$ cat src/rtl/board_led_shifter.sv
// Serial 96-bit RGB frame shifter for the board's 74HC595 LED chain.
// Define KING_BLINK_EN to blink king squares with period 2*BLINK_DIV.
module board_led_shifter #(
    parameter int CLK_DIV    = 10,
    parameter int GAP_CYCLES = 1000,
    parameter int BLINK_DIV  = 10_000_000
) (
    input  logic        clk,
    input  logic        reset,
    input  logic        en,
    input  logic [31:0] playerPieces,
    input  logic [31:0] cpuPieces,
    input  logic [31:0] kingPieces,
    output logic        ser,
    output logic        srclk,
    output logic        rclk,
    output logic        oe_n,
    output logic        busy,
    output logic        frame_done
);

    typedef enum logic [2:0] {
        S_IDLE, S_LOAD, S_SLO, S_SHI, S_LATCH, S_GAP
    } state_t;

    localparam int CMAX = (2 * CLK_DIV > GAP_CYCLES) ? 2 * CLK_DIV : GAP_CYCLES;
    localparam int CW   = $clog2(CMAX + 1);

    state_t        state_q, state_d;
    logic [CW-1:0] cnt_q, cnt_d;
    logic [6:0]    bit_q, bit_d;
    logic [95:0]   sreg_q, sreg_d;
    logic [95:0]   frame;
    logic          blink_on;

    logic ser_q, srclk_q, rclk_q, oe_n_q, busy_q, done_q;
    logic ser_d, srclk_d, rclk_d, oe_n_d, busy_d, done_d;

`ifdef KING_BLINK_EN
    localparam int BW = $clog2(BLINK_DIV + 1);

    logic [BW-1:0] bcnt_q;
    logic          blink_q;

    always_ff @(posedge clk or negedge reset) begin
        if (!reset) begin
            bcnt_q  <= '0;
            blink_q <= 1'b1;
        end else if (bcnt_q == BW'(BLINK_DIV - 1)) begin
            bcnt_q  <= '0;
            blink_q <= ~blink_q;
        end else begin
            bcnt_q <= bcnt_q + 1'b1;
        end
    end

    assign blink_on = blink_q;
`else
    assign blink_on = (BLINK_DIV != 0);
`endif

    // Square i occupies frame[3i+2:3i] as {R,G,B}; MSB is shifted first.
    always_comb begin
        frame = '0;
        for (int i = 0; i < 32; i++) begin
            if (playerPieces[i] && cpuPieces[i])
                frame[3*i +: 3] = 3'b101;
            else if (playerPieces[i])
                frame[3*i +: 3] = {2'b01, kingPieces[i] & blink_on};
            else if (cpuPieces[i])
                frame[3*i +: 3] = {1'b1, kingPieces[i] & blink_on, 1'b0};
        end
    end

    always_comb begin
        state_d = state_q;
        cnt_d   = cnt_q;
        bit_d   = bit_q;
        sreg_d  = sreg_q;
        unique case (state_q)
            S_IDLE: begin
                if (en) begin
                    state_d = S_LOAD;
                    cnt_d   = '0;
                end
            end
            S_LOAD: begin
                state_d = S_SLO;
                cnt_d   = '0;
                bit_d   = '0;
                sreg_d  = frame;
            end
            S_SLO: begin
                if (cnt_q == CW'(CLK_DIV - 1)) begin
                    state_d = S_SHI;
                    cnt_d   = '0;
                end else begin
                    cnt_d = cnt_q + 1'b1;
                end
            end
            S_SHI: begin
                if (cnt_q == CW'(CLK_DIV - 1)) begin
                    cnt_d = '0;
                    if (bit_q == 7'd95) begin
                        state_d = S_LATCH;
                    end else begin
                        state_d = S_SLO;
                        bit_d   = bit_q + 7'd1;
                        sreg_d  = {sreg_q[94:0], 1'b0};
                    end
                end else begin
                    cnt_d = cnt_q + 1'b1;
                end
            end
            S_LATCH: begin
                if (cnt_q == CW'(2 * CLK_DIV - 1)) begin
                    state_d = S_GAP;
                    cnt_d   = '0;
                end else begin
                    cnt_d = cnt_q + 1'b1;
                end
            end
            S_GAP: begin
                if (cnt_q == CW'(GAP_CYCLES - 1)) begin
                    state_d = S_IDLE;
                    cnt_d   = '0;
                end else begin
                    cnt_d = cnt_q + 1'b1;
                end
            end
            default: state_d = S_IDLE;
        endcase
    end

    // Strobes are decoded from the next state so they register in step with it.
    always_comb begin
        ser_d   = (state_d == S_SLO || state_d == S_SHI) && sreg_d[95];
        srclk_d = (state_d == S_SHI);
        rclk_d  = (state_d == S_LATCH) && (cnt_d >= CW'(CLK_DIV));
        busy_d  = (state_d == S_LOAD) || (state_d == S_SLO) ||
                  (state_d == S_SHI)  || (state_d == S_LATCH);
        done_d  = (state_d == S_LATCH) && (cnt_d == CW'(2 * CLK_DIV - 1));
        oe_n_d  = oe_n_q && !done_d;
    end

    always_ff @(posedge clk or negedge reset) begin
        if (!reset) begin
            state_q <= S_IDLE;
            cnt_q   <= '0;
            bit_q   <= '0;
            sreg_q  <= '0;
            ser_q   <= 1'b0;
            srclk_q <= 1'b0;
            rclk_q  <= 1'b0;
            oe_n_q  <= 1'b1;
            busy_q  <= 1'b0;
            done_q  <= 1'b0;
        end else begin
            state_q <= state_d;
            cnt_q   <= cnt_d;
            bit_q   <= bit_d;
            sreg_q  <= sreg_d;
            ser_q   <= ser_d;
            srclk_q <= srclk_d;
            rclk_q  <= rclk_d;
            oe_n_q  <= oe_n_d;
            busy_q  <= busy_d;
            done_q  <= done_d;
        end
    end

    assign ser        = ser_q;
    assign srclk      = srclk_q;
    assign rclk       = rclk_q;
    assign oe_n       = oe_n_q;
    assign busy       = busy_q;
    assign frame_done = done_q;

endmodule

$ cat config.mk
export PLATFORM = sky130hd
export DESIGN_NAME = board_led_shifter
export DESIGN_NICKNAME = d
export VERILOG_FILES = /design/src/rtl/board_led_shifter.sv
export SDC_FILE = /design/constraint.sdc
export NUM_CORES = 1
export LEC_CHECK = 0
export CAP_MARGIN = 10
export CORE_MARGIN = 2
export CORE_UTILIZATION = 29
export DETAILED_ROUTE_END_ITERATION = 10
export PLACE_DENSITY = 0.47
export SETUP_SLACK_MARGIN = 0.2
export SLEW_MARGIN = 20
export SYNTH_ARGS = -nofsm -noshare
export SYNTH_HDL_FRONTEND = slang
export SYNTH_SLANG_ARGS = --single-unit
$ cat constraint.sdc
create_clock -name clk -period 2.7 [get_ports clk]
set_input_delay 0.54 -clock clk [delete_from_list [all_inputs] [get_ports clk]]
set_output_delay 0.54 -clock clk [all_outputs]
set_load 0.005 [all_outputs]
==> load_flow_metrics.sql, run 1 <==
INSERT INTO impl_metrics (metric_group, metric, value, unit) VALUES
('setup_path', 'arrival', '2.76', 'ns'),
('setup_path', 'worstPathCellList', 'or4_4 > or4_4 > nor3_4 > buf_6 > nor2_4 > buf_12 > a222oi_1 > inv_1', ''),
('yosys', 'synthCells', '613', ''),
('clock_network', 'cts.clk_slew.worst_paths', '0.06', 'ns'),
('timing', 'upper_clock_frequency_limit', '405', 'MHz'),
('clock_network', 'clock_tree.buffer_depth', '2', ''),
('final_layout', 'finalNetCount', '852', ''),
('setup_path', 'worstSetupStartpoint', 'cnt_q[5]', ''),
('timing', 'fin_crit', '2.47', 'ns'),
('floorplanning', 'dieHeight', '149', 'um'),
('floorplanning', 'ioPinCount', '105', ''),
('floorplanning', 'full_die_area', '0.0223', 'mm2'),
('yosys', 'top_cell_types_by_occurrence_after_synthesis', 'dfrtp_1 (121), o21ai_0 (68), inv_1 (38), nand2_1 (37), o22ai_1 (37)', ''),
('clock_network', 'clock_insertion_delay_worst_skew', '0.42', 'ns'),
('yosys', 'synth_top_area_share', '49.5', '%'),
('outcome', 'outcome', 'complete, no violations', ''),
('yosys', 'synth-edff-count', '0', ''),
('setup_path', 'rr_endpoint', 'sreg_q[59]', ''),
('yosys', 'ys_seq_area_share', '50.0', '%'),
('grt', 'vias_in_the_first_global_route', '5693', ''),
('yosys', 'total_standard_cell_area_after_synthesis', '0.00611', 'mm2'),
('yosys', 'avgSynthCellArea', '9.97', 'um2'),
('route', 'drt.antenna.violating_nets', '0', ''),
('timing', 'timing.clock.skew', '0.00980', 'ns'),
('setup_path', 'cp_top_family', 'simple AND/OR/NAND/NOR gates', ''),
('grt', 'grt_util_met1', '23.4', '%'),
('setup_path', 'timing.reg2reg.worst_path_depth', '8', ''),
('clock_network', 'clock-sinks', '122', ''),
('route', 'routed-via-count', '5672', ''),
('route', 'length_of_the_first_detailed_routing_pass_in_iterations', '8', ''),
('setup_path', 'crit_path_end', 'sreg_q[59]', ''),
('floorplanning', 'die_width', '149', 'um'),
('final_layout', 'final_cells', '1038', ''),
('yosys', 'dominant_cell_type_by_area_after_synthesis', 'dfrtp_1', ''),
('route', 'detail_route.vias_per_cell', '5.46', ''),
('placement', 'place_hpwl', '12000', 'um'),
('yosys', 'synth_warnings', '0', ''),
('clock_network', 'htree_num_levels', '4', ''),
('timing', 'setup_viol', '0', ''),
('setup_path', 'start_kind', 'flip-flop', ''),
('pwr', 'power.static_leakage', '3.62', 'nW'),
('final_layout', 'drive_gt1_share', '16.9', '%'),
('clock_network', 'tritoncts', 'done', ''),
('grt', 'grt_overflow', '0', ''),
('worst_hold_path', 'hold_class', 'primary input to async pin', ''),
('timing', 'slew-limit-headroom', '47.6', '%'),
('setup_path', 'criticalPathCategory', 'flip-flop to flip-flop', ''),
('pwr', 'ir_drop', '0.000367', 'V'),
('clock_network', 'cts_made_buffers', '17', ''),
('grt', 'global_route.usage.total', '17.2', '%'),
('yosys', 'post_synth_main_area_contributors', 'dfrtp_1 (50%), o21ai_0 (5.6%), a222oi_1 (5.1%), a22oi_1 (3.8%), o22ai_1 (3.8%)', ''),
('grt', 'busiest_layer', 'met2', ''),
('final_layout', 'antenna_cells', '0', ''),
('placement', 'count_of_buffers_from_port_buffering', '104', ''),
('yosys', 'number_of_distinct_library_cells_after_synthesis', '56', ''),
('setup_path', 'critical_path_depth', '8', ''),
('route', 'wl', '19300', 'um'),
('pwr', 'power_density', '545', 'mW/mm2'),
('final_layout', 'area.growth.synth_to_final', '41.9', '%'),
('floorplanning', 'floorplan.initialDensity', '29.4', '%'),
('setup_path', 'critPathRequiredTime', '2.99', 'ns'),
('timing', 'maxSlewViolCount', '0', ''),
('yosys', 'yosysMostFrequentCell', 'dfrtp_1', ''),
('grt', 'grt_antenna_before_repair', '0', ''),
('yosys', 'synth-main-ff-cell', 'dfrtp_1', ''),
('setup_path', 'timing.reg2reg.setup_slack', '0.23', 'ns'),
('placement', 'placed_cells_incl_taps', '980', ''),
('setup_path', 'worstSetupEndpointType', 'flip-flop', ''),
('pwr', 'p_total', '4.73', 'mW'),
('floorplanning', 'rows', '53', ''),
('timing', 'fin_tns_setup', '0', 'ns');
## how the worst min path moves through the flow
stage | startpoint | endpoint | slack [ns] | depth (start not counted)
2_1_floorplan | reset | bit_q[0] | 0.24 | 0
3_3_place_gp | sreg_q[14] | sreg_q[14] | 0.47 | 2
3_5_place_dp | oe_n | oe_n | 0.48 | 1
4_1_cts | reset | sreg_q[52] | 0.18 | 1
5_1_grt | reset | sreg_q[51] | 0.20 | 1
6_report | reset | sreg_q[52] | 0.17 | 1
## flip-flops by register name, summed over array words and instances, names as in the netlist, 3 cells and up
register and count:
cnt_q 10, bit_q 7, state_q 3, sreg_q 96
## cells in the final DEF, fill, tap and decap left out, types with 3 or more instances in the layout
cell type	n
dfrtp_1	121
clkdlybuf4s50_1	103
o21ai_0	66
inv_1	38
o22ai_1	37
buf_4	36
nand2_1	35
a222oi_1	31
a22oi_1	30
a21oi_1	29
mux2_2	20
clkbuf_16	20
nand2b_1	18
nor2_1	16
nand3b_1	14
a31oi_1	13
nor3_1	8
o21ai_1	8
buf_12	8
buf_6	8
nand4_1	7
nand3_1	6
and3_1	6
xor2_1	5
clkinvlp_4	5
a22o_1	4
or4_1	3
nor4_1	3
nor2b_1	3
nor2_4	3
ha_1	3
bufinv_16	3
clkbuf_8	3
## what timing repair did
action / 4_1_cts / 5_1_grt
setup endpoints to repair: 61 / 105
gates cloned: 4 / 5
hold buffers: 0 / 0
gates resized for setup: 15 / 22
buffers inserted: 10 / 7
pin swaps: 7 / 11
## report_power, final
part | switching (mW) | leakage (nW) | total [mW] | internal, mW
sequential | 0.0526 | 1.51 | 1.97 | 1.92
combinational | 0.163 | 1.83 | 0.401 | 0.238
clock | 0.833 | 0.285 | 2.36 | 1.52
total | 1.05 | 3.62 | 4.73 | 3.68
## cell families (layout without fill, tap and decap cells)
| logic type | count (synthesis) | in the layout | synth area share, % |
|---|---|---|---|
| DFF | 122 | 122 | 50.0 |
| adders and majority gates | 3 | 3 | 0.614 |
| and+or+nand+nor | 136 | 137 | 12.4 |
| muxes | 22 | 22 | 4.01 |
| buffers and inverters | 82 | 231 | 5.59 |
| xor gates and xnor gates | 7 | 7 | 1.00 |
| AOI/OAI and AO/OA | 241 | 241 | 26.4 |
## layout make-up
class | count | area (um2)
tap | 275 | 344
fill | 2038 | 12200
clock buffer | 22 | 474
inverter | 38 | 143
timing repair buffer | 161 | 1700
sequential | 122 | 3050
multi-input combinational | 410 | 2820
clock inverter | 10 | 141
## metal layers
metal | vias up | wire (um)
met3 | 19 | 1210
li1 | 2621 | -
met1 | 2842 | 8790
met5 | - | 0
met2 | 190 | 9110
met4 | 0 | 215
## worst register-to-register path, delay by kind of cell, from the launching register on
kind	cells	cell delay [ns]
flops	1	0.38
compound gates	1	0.34
simple gates	4	1.24
buf+inv	3	0.39
## per-stage QoR
step | hold slack, ns | worst slack (ns) | utilization, % | cell area, um2
2_1_floorplan | 0.244 | 0.182 | - | 6110
3_3_place_gp | 0.472 | 0.0689 | 36.5 | 7610
3_5_place_dp | 0.477 | 0.0609 | 36.5 | 7610
4_1_cts | 0.176 | 0.159 | 40.6 | 8450
5_1_grt | 0.200 | 0.122 | 41.6 | 8670
6_report | 0.167 | 0.231 | 41.6 | 8670
(Power assumes the default switching activity.)
==> run 2, diff against run 1 <==
- CTS_CLUSTER_SIZE: default -> 12
==> results of run 2 <==
No change in the layout: final DEF, timing and power equal those of run 1.
==> RTL change 1, RTL diff (settings of run 2) <==
Build with the macro `KING_BLINK_EN` defined.
--- a/src/rtl/board_led_shifter.sv
+++ b/src/rtl/board_led_shifter.sv
@@ -1,5 +1,7 @@
 // Serial 96-bit RGB frame shifter for the board's 74HC595 LED chain.
 // Define KING_BLINK_EN to blink king squares with period 2*BLINK_DIV.
+`define KING_BLINK_EN
+
 module board_led_shifter #(
     parameter int CLK_DIV    = 10,
     parameter int GAP_CYCLES = 1000,
Check against the original RTL: same outputs for any inputs over 10 cycles, from zero or initial values and one cycle with reset low; that may be too few to reach the edited logic, so the function may still have changed.
==> RTL change 1 against run 2 <==
- worst hold slack got worse by 0.088 ns
- wire length increased by 12%
- synthesized cell count is 45% higher
- total power down 0.48%
- sequential cell count is 25 higher
- design area grew 14%
- setup slack improved by 0.14 ns
- area after synthesis increased by 30%
==> RTL change 1: results (changes against run 2) <==
Status - completed
Netlist cell types - 65 (+16%)
Bufs w/o clock - 126 (-22%)
Worst vdd ir - 0.000358 V (-2.3%)
Pwr dens - 478 nW/um^2 (-12%)
Seq cells post-synth - 147 (+20%)
Non-CTS inverters - 35 (-7.9%)
Overall global routing resource usage - 15.2% (-2.0 points)
Critical path fanouts, max - 6 (-3)
Net count, final - 1,063 (+25%)
Crit-path slowest cell - dfrtp_1
FILL cells - 2,756 (+35%)
1st-iter DRT viols - 447 (-5.3%)
Largest net degree at the start of global routing - 99 (+41%)
Crit path kind - flop to flop
P_comb - 0.276 mW (-31%)
Placed Area - 9290 um^2 (+22%)
Area Growth Syn to Fin - 24.0%
Drt pass-1 iters - 5 (-3)
Syn nets - 990 (+38%)
WHS - 0.0795 ns (-0.0877 ns)
Biggest regs - sreg_q: 96 flops, bcnt_q: 24 flops, cnt_q: 10 flops
Worst Setup SP - cnt_q[9]$_DFF_PN0_
Register area share after synthesis - 46.4% (-3.6 points)
Share of layout cells above drive strength 1 - 8.94% (-8.0 points)
Routed wire per std cell - 16.5 um (-12%)
Synth area leaders - dfrtp_1 (46%), o22ai_1 (13%), a21oi_1 (8.3%)
Leak - 3.79 nW (+4.7%)
Layout clock buffer count - 18 (-18%)
Sw frac - 24.4% (+2.3 points)
Top cells by instance count after synthesis - o22ai_1 (159), dfrtp_1 (145), a21oi_1 (131)
Slew @ Worst Pin - 0.695 ns (-0.0911 ns)
Final clock skew - 0.0132 ns (+0.00335 ns)
Multi-In Gates - 633 (+54%)
Critical Path Max Stage Delay - 0.47 ns (-0.06 ns)
Net switching power - 1.15 mW (+9.7%)
Buffer share of cell area - 12.9% (-6.7 points)
DR vias - 7,099 (+25%)
Arrival time at the worst endpoint - 2.66 ns (-0.10 ns)
Worst r2r dst - frame_done$_DFF_PN0_
Worst Reg-to-Reg Cells - 7 (-1)
Post-DP HPWL - 13.9 mm (+16%)
Reg2reg setup slack - 0.37 ns (+0.14 ns)
Fraction of area in multi-input gates - 38.4% (+5.9 points)
Seq area share - 37.4% (+2.2 points)
RePlAce Congestion - 0.777 (-8.5%)
Clk pwr - 2.23 mW (-6%)
-- RTL change 1: changes by cell type in the layout (fill, tap and decap cells not counted), sizes merged, moves of 30 or more --
cell | before | now
o22ai | 37 | 159
buf | 55 | 23
a21oi | 30 | 135
nand4 | 7 | 39
a222oi | 31 | 0
a22oi | 31 | 1
-- RTL change 1: worst max path at each step --
stage / depth (start not counted) / to / slack [ns]
2_1_floorplan: 10 / sreg_q[35]$_DFFE_PN0P_ / 0.65
5_1_grt: 7 / oe_n$_DFF_PN1_ / 0.21
3_3_place_gp: 7 / oe_n$_DFF_PN1_ / 0.32
4_1_cts: 7 / frame_done$_DFF_PN0_ / 0.29
3_5_place_dp: 7 / frame_done$_DFF_PN0_ / 0.26
6_report: 7 / frame_done$_DFF_PN0_ / 0.37
-- RTL change 1: layer usage --
layer,global-route usage [%],share of wire [%],up-vias
li1,-,-,3518
met1,22.1,51,3444
met2,23.3,45,124
met3,2.68,3.1,13
met4,4.12,0.80,0
met5,0,0,-
-- RTL change 1: cells by family (layout without fill, tap and decap cells) --
family / count (synthesis) / count (layout) / synth area share (%)
flip-flops: 147 / 147 / 46.4
XOR/XNOR: 31 / 31 / 3.42
buffers and inverters: 107 / 193 / 6.29
multiplexers: 1 / 1 / 0.126
adder cells (fa/ha/maj): 4 / 4 / 0.630
AO/OA/AOI/OAI: 424 / 424 / 30.8
AND/OR/NAND/NOR: 173 / 173 / 12.4
-- RTL change 1: timing repair --
action                     4_1_cts  5_1_grt
gates resized for setup          0        1
setup endpoints to repair        0        2
buffers inserted                 0        1
-- RTL change 1: stage by stage --
stage,setup slack [ns],std cells
5_1_grt,0.208,1314
4_1_cts,0.293,1313
3_3_place_gp,0.319,1281
2_1_floorplan,0.651,887
6_report,0.368,1314
3_5_place_dp,0.262,1281
==> RTL change 2, RTL diff (flow settings as in run 2) <==
Without the edit above. The 6 states of `state_t` get a one-hot encoding in 6 bits.
--- a/src/rtl/board_led_shifter.sv
+++ b/src/rtl/board_led_shifter.sv
@@ -19,8 +19,8 @@
     output logic        frame_done
 );
 
-    typedef enum logic [2:0] {
-        S_IDLE, S_LOAD, S_SLO, S_SHI, S_LATCH, S_GAP
+    typedef enum logic [5:0] {
+        S_IDLE = 6'b000001, S_LOAD = 6'b000010, S_SLO = 6'b000100, S_SHI = 6'b001000, S_LATCH = 6'b010000, S_GAP = 6'b100000
     } state_t;
 
     localparam int CMAX = (2 * CLK_DIV > GAP_CYCLES) ? 2 * CLK_DIV : GAP_CYCLES;
Behaviour: same outputs for any inputs over 10 cycles, from zero or initial values and one cycle with reset low; not proved beyond that.
==> RTL change 2 against run 2 <==
- sequential cell count is 3 higher
- area after synthesis is 2.4% higher
- wire length is 3.6% lower
- setup slack worse by 0.10 ns
- worst hold slack worse by 0.017 ns
- clock skew is 0.0010 ns lower
- non-clock buffer count is 11 lower
- maximum frequency is 4.0% lower
- design area is 1.9% higher
- sequential share of layout area is 0.22 points higher
- cell count is 3.0% higher
- largest cell class unchanged
Power is not compared: it rests on default switching activity, and its combinational part moved more than twofold at a synthesized area within 25%.
==> RTL change 2: results (changes against run 2) <==
Status - completed
Setup WS pre-CTS - 0.105 ns (+0.0436 ns)
Netlist cell types - 52 (-7.1%)
Share of layout cells above drive strength 1 - 15.2% (-1.7 points)
Overall global routing resource usage - 15.8% (-1.5 points)
Synth Area in Adders - 0.600% (-0.014 points)
Register area share after synthesis - 50.0% (+0.071 points)
Met3 Routed Length - 861 um (-29%)
Post-DP HPWL - 11.0 mm (-8.2%)
Grt met2 use - 25.9% (-1.8 points)
Post CTS Setup Buffer Count - 4 (-6)
Placed insts - 1,010 (+3.1%)
Mapped Avg Cell Area - 9.67 um^2 (-3.0%)
Worst Reg-to-Reg Cells - 7 (-1)
Routed wl met2 - 9.11 mm (about the same)
Vias in the first global route - 5,355 (-5.9%)
Met1 wire length - 8.37 mm (-4.8%)
Critical path fanouts, max - 4 (-5)
1st-iter DRT viols - 271 (-43%)
Final Non-Filler Cells - 1,069 (+3.0%)
Compound-gate portion of the synthesized area - 22.9% (-3.5 points)
Synth Area in XOR/XNOR - 0.280% (-0.72 points)
Drt pass-1 iters - 5 (-3)
DR vias - 5,597 (-1.3%)
Reg2reg setup slack - 0.13 ns (-0.10 ns)
Met3 usage - 2.95% (-1.2 points)
Final clock skew - 0.00876 ns (-0.00104 ns)
CTS resizes - 5 (-10)
Worst r2r dst - oe_n$_DFF_PN1_
Global-route wire length before repair - 28.0 mm (-6.9%)
RePlAce Congestion - 0.816 (-4.0%)
Largest net degree at the start of global routing - 67 (-4.3%)
Portion of netlist area occupied by mux cells - 3.10% (-0.91 points)
Placed Area - 7720 um^2 (+1.4%)
Arrival time at the worst endpoint - 2.91 ns (+0.15 ns)
Routed wire per std cell - 17.4 um (-6.4%)
GRT met1 Usage - 20.7% (-2.7 points)
WHS - 0.150 ns (-0.0174 ns)
Critical Path Max Stage Delay - 0.59 ns (+0.06 ns)
Net count, final - 883 (+3.6%)
Worst R2R Start - cnt_q[8]$_DFF_PN0_
RTL change 2: changes by cell type in the layout (fill, tap and decap cells not counted), sizes merged, moves of 6 or more:
cell / delta
buf: -15
nand3b: +6
nand2: +65
and2: +6
a222oi: -31
nor2: +41
o21ai: -11
o22ai: -35
a31oi: -13
inv: -34
a221o: +53
RTL change 2: power by group through the flow:
| stage | Sequential, mW | Combinational, mW | Clock [mW] |
|---|---|---|---|
| after floorplan | 2.89 | 1.08 | 0 |
| after global placement | 2.97 | 1.61 | 0 |
| after detailed placement | 2.99 | 1.65 | 0 |
| after CTS | 2.97 | 1.67 | 2.53 |
| after global routing | 3.07 | 2.09 | 2.61 |
| final | 2.99 | 1.86 | 2.48 |
RTL change 2: final cells by class:
| cell class | count | area [um^2] |
|---|---|---|
| repair buffers | 150 | 1640 |
| clock buffers | 22 | 484 |
| inverters | 4 | 15.0 |
| flip-flops and latches | 125 | 3130 |
| well taps | 275 | 344 |
| multi-input cells | 483 | 3060 |
| fillers | 2036 | 12300 |
| clock inverters | 10 | 160 |
RTL change 2: how the worst max path moves through the flow:
stage,from,to,slack [ns],depth (start not counted)
after floorplan,cnt_q[8]$_DFF_PN0_,oe_n$_DFF_PN1_,0.09,7
after global placement,cnt_q[8]$_DFF_PN0_,oe_n$_DFF_PN1_,0.14,7
after detailed placement,cnt_q[8]$_DFF_PN0_,oe_n$_DFF_PN1_,0.10,7
after CTS,cnt_q[8]$_DFF_PN0_,oe_n$_DFF_PN1_,0.15,7
after global routing,cnt_q[1]$_DFF_PN0_,frame_done$_DFF_PN0_,0.04,8
final,cnt_q[8]$_DFF_PN0_,oe_n$_DFF_PN1_,0.13,7
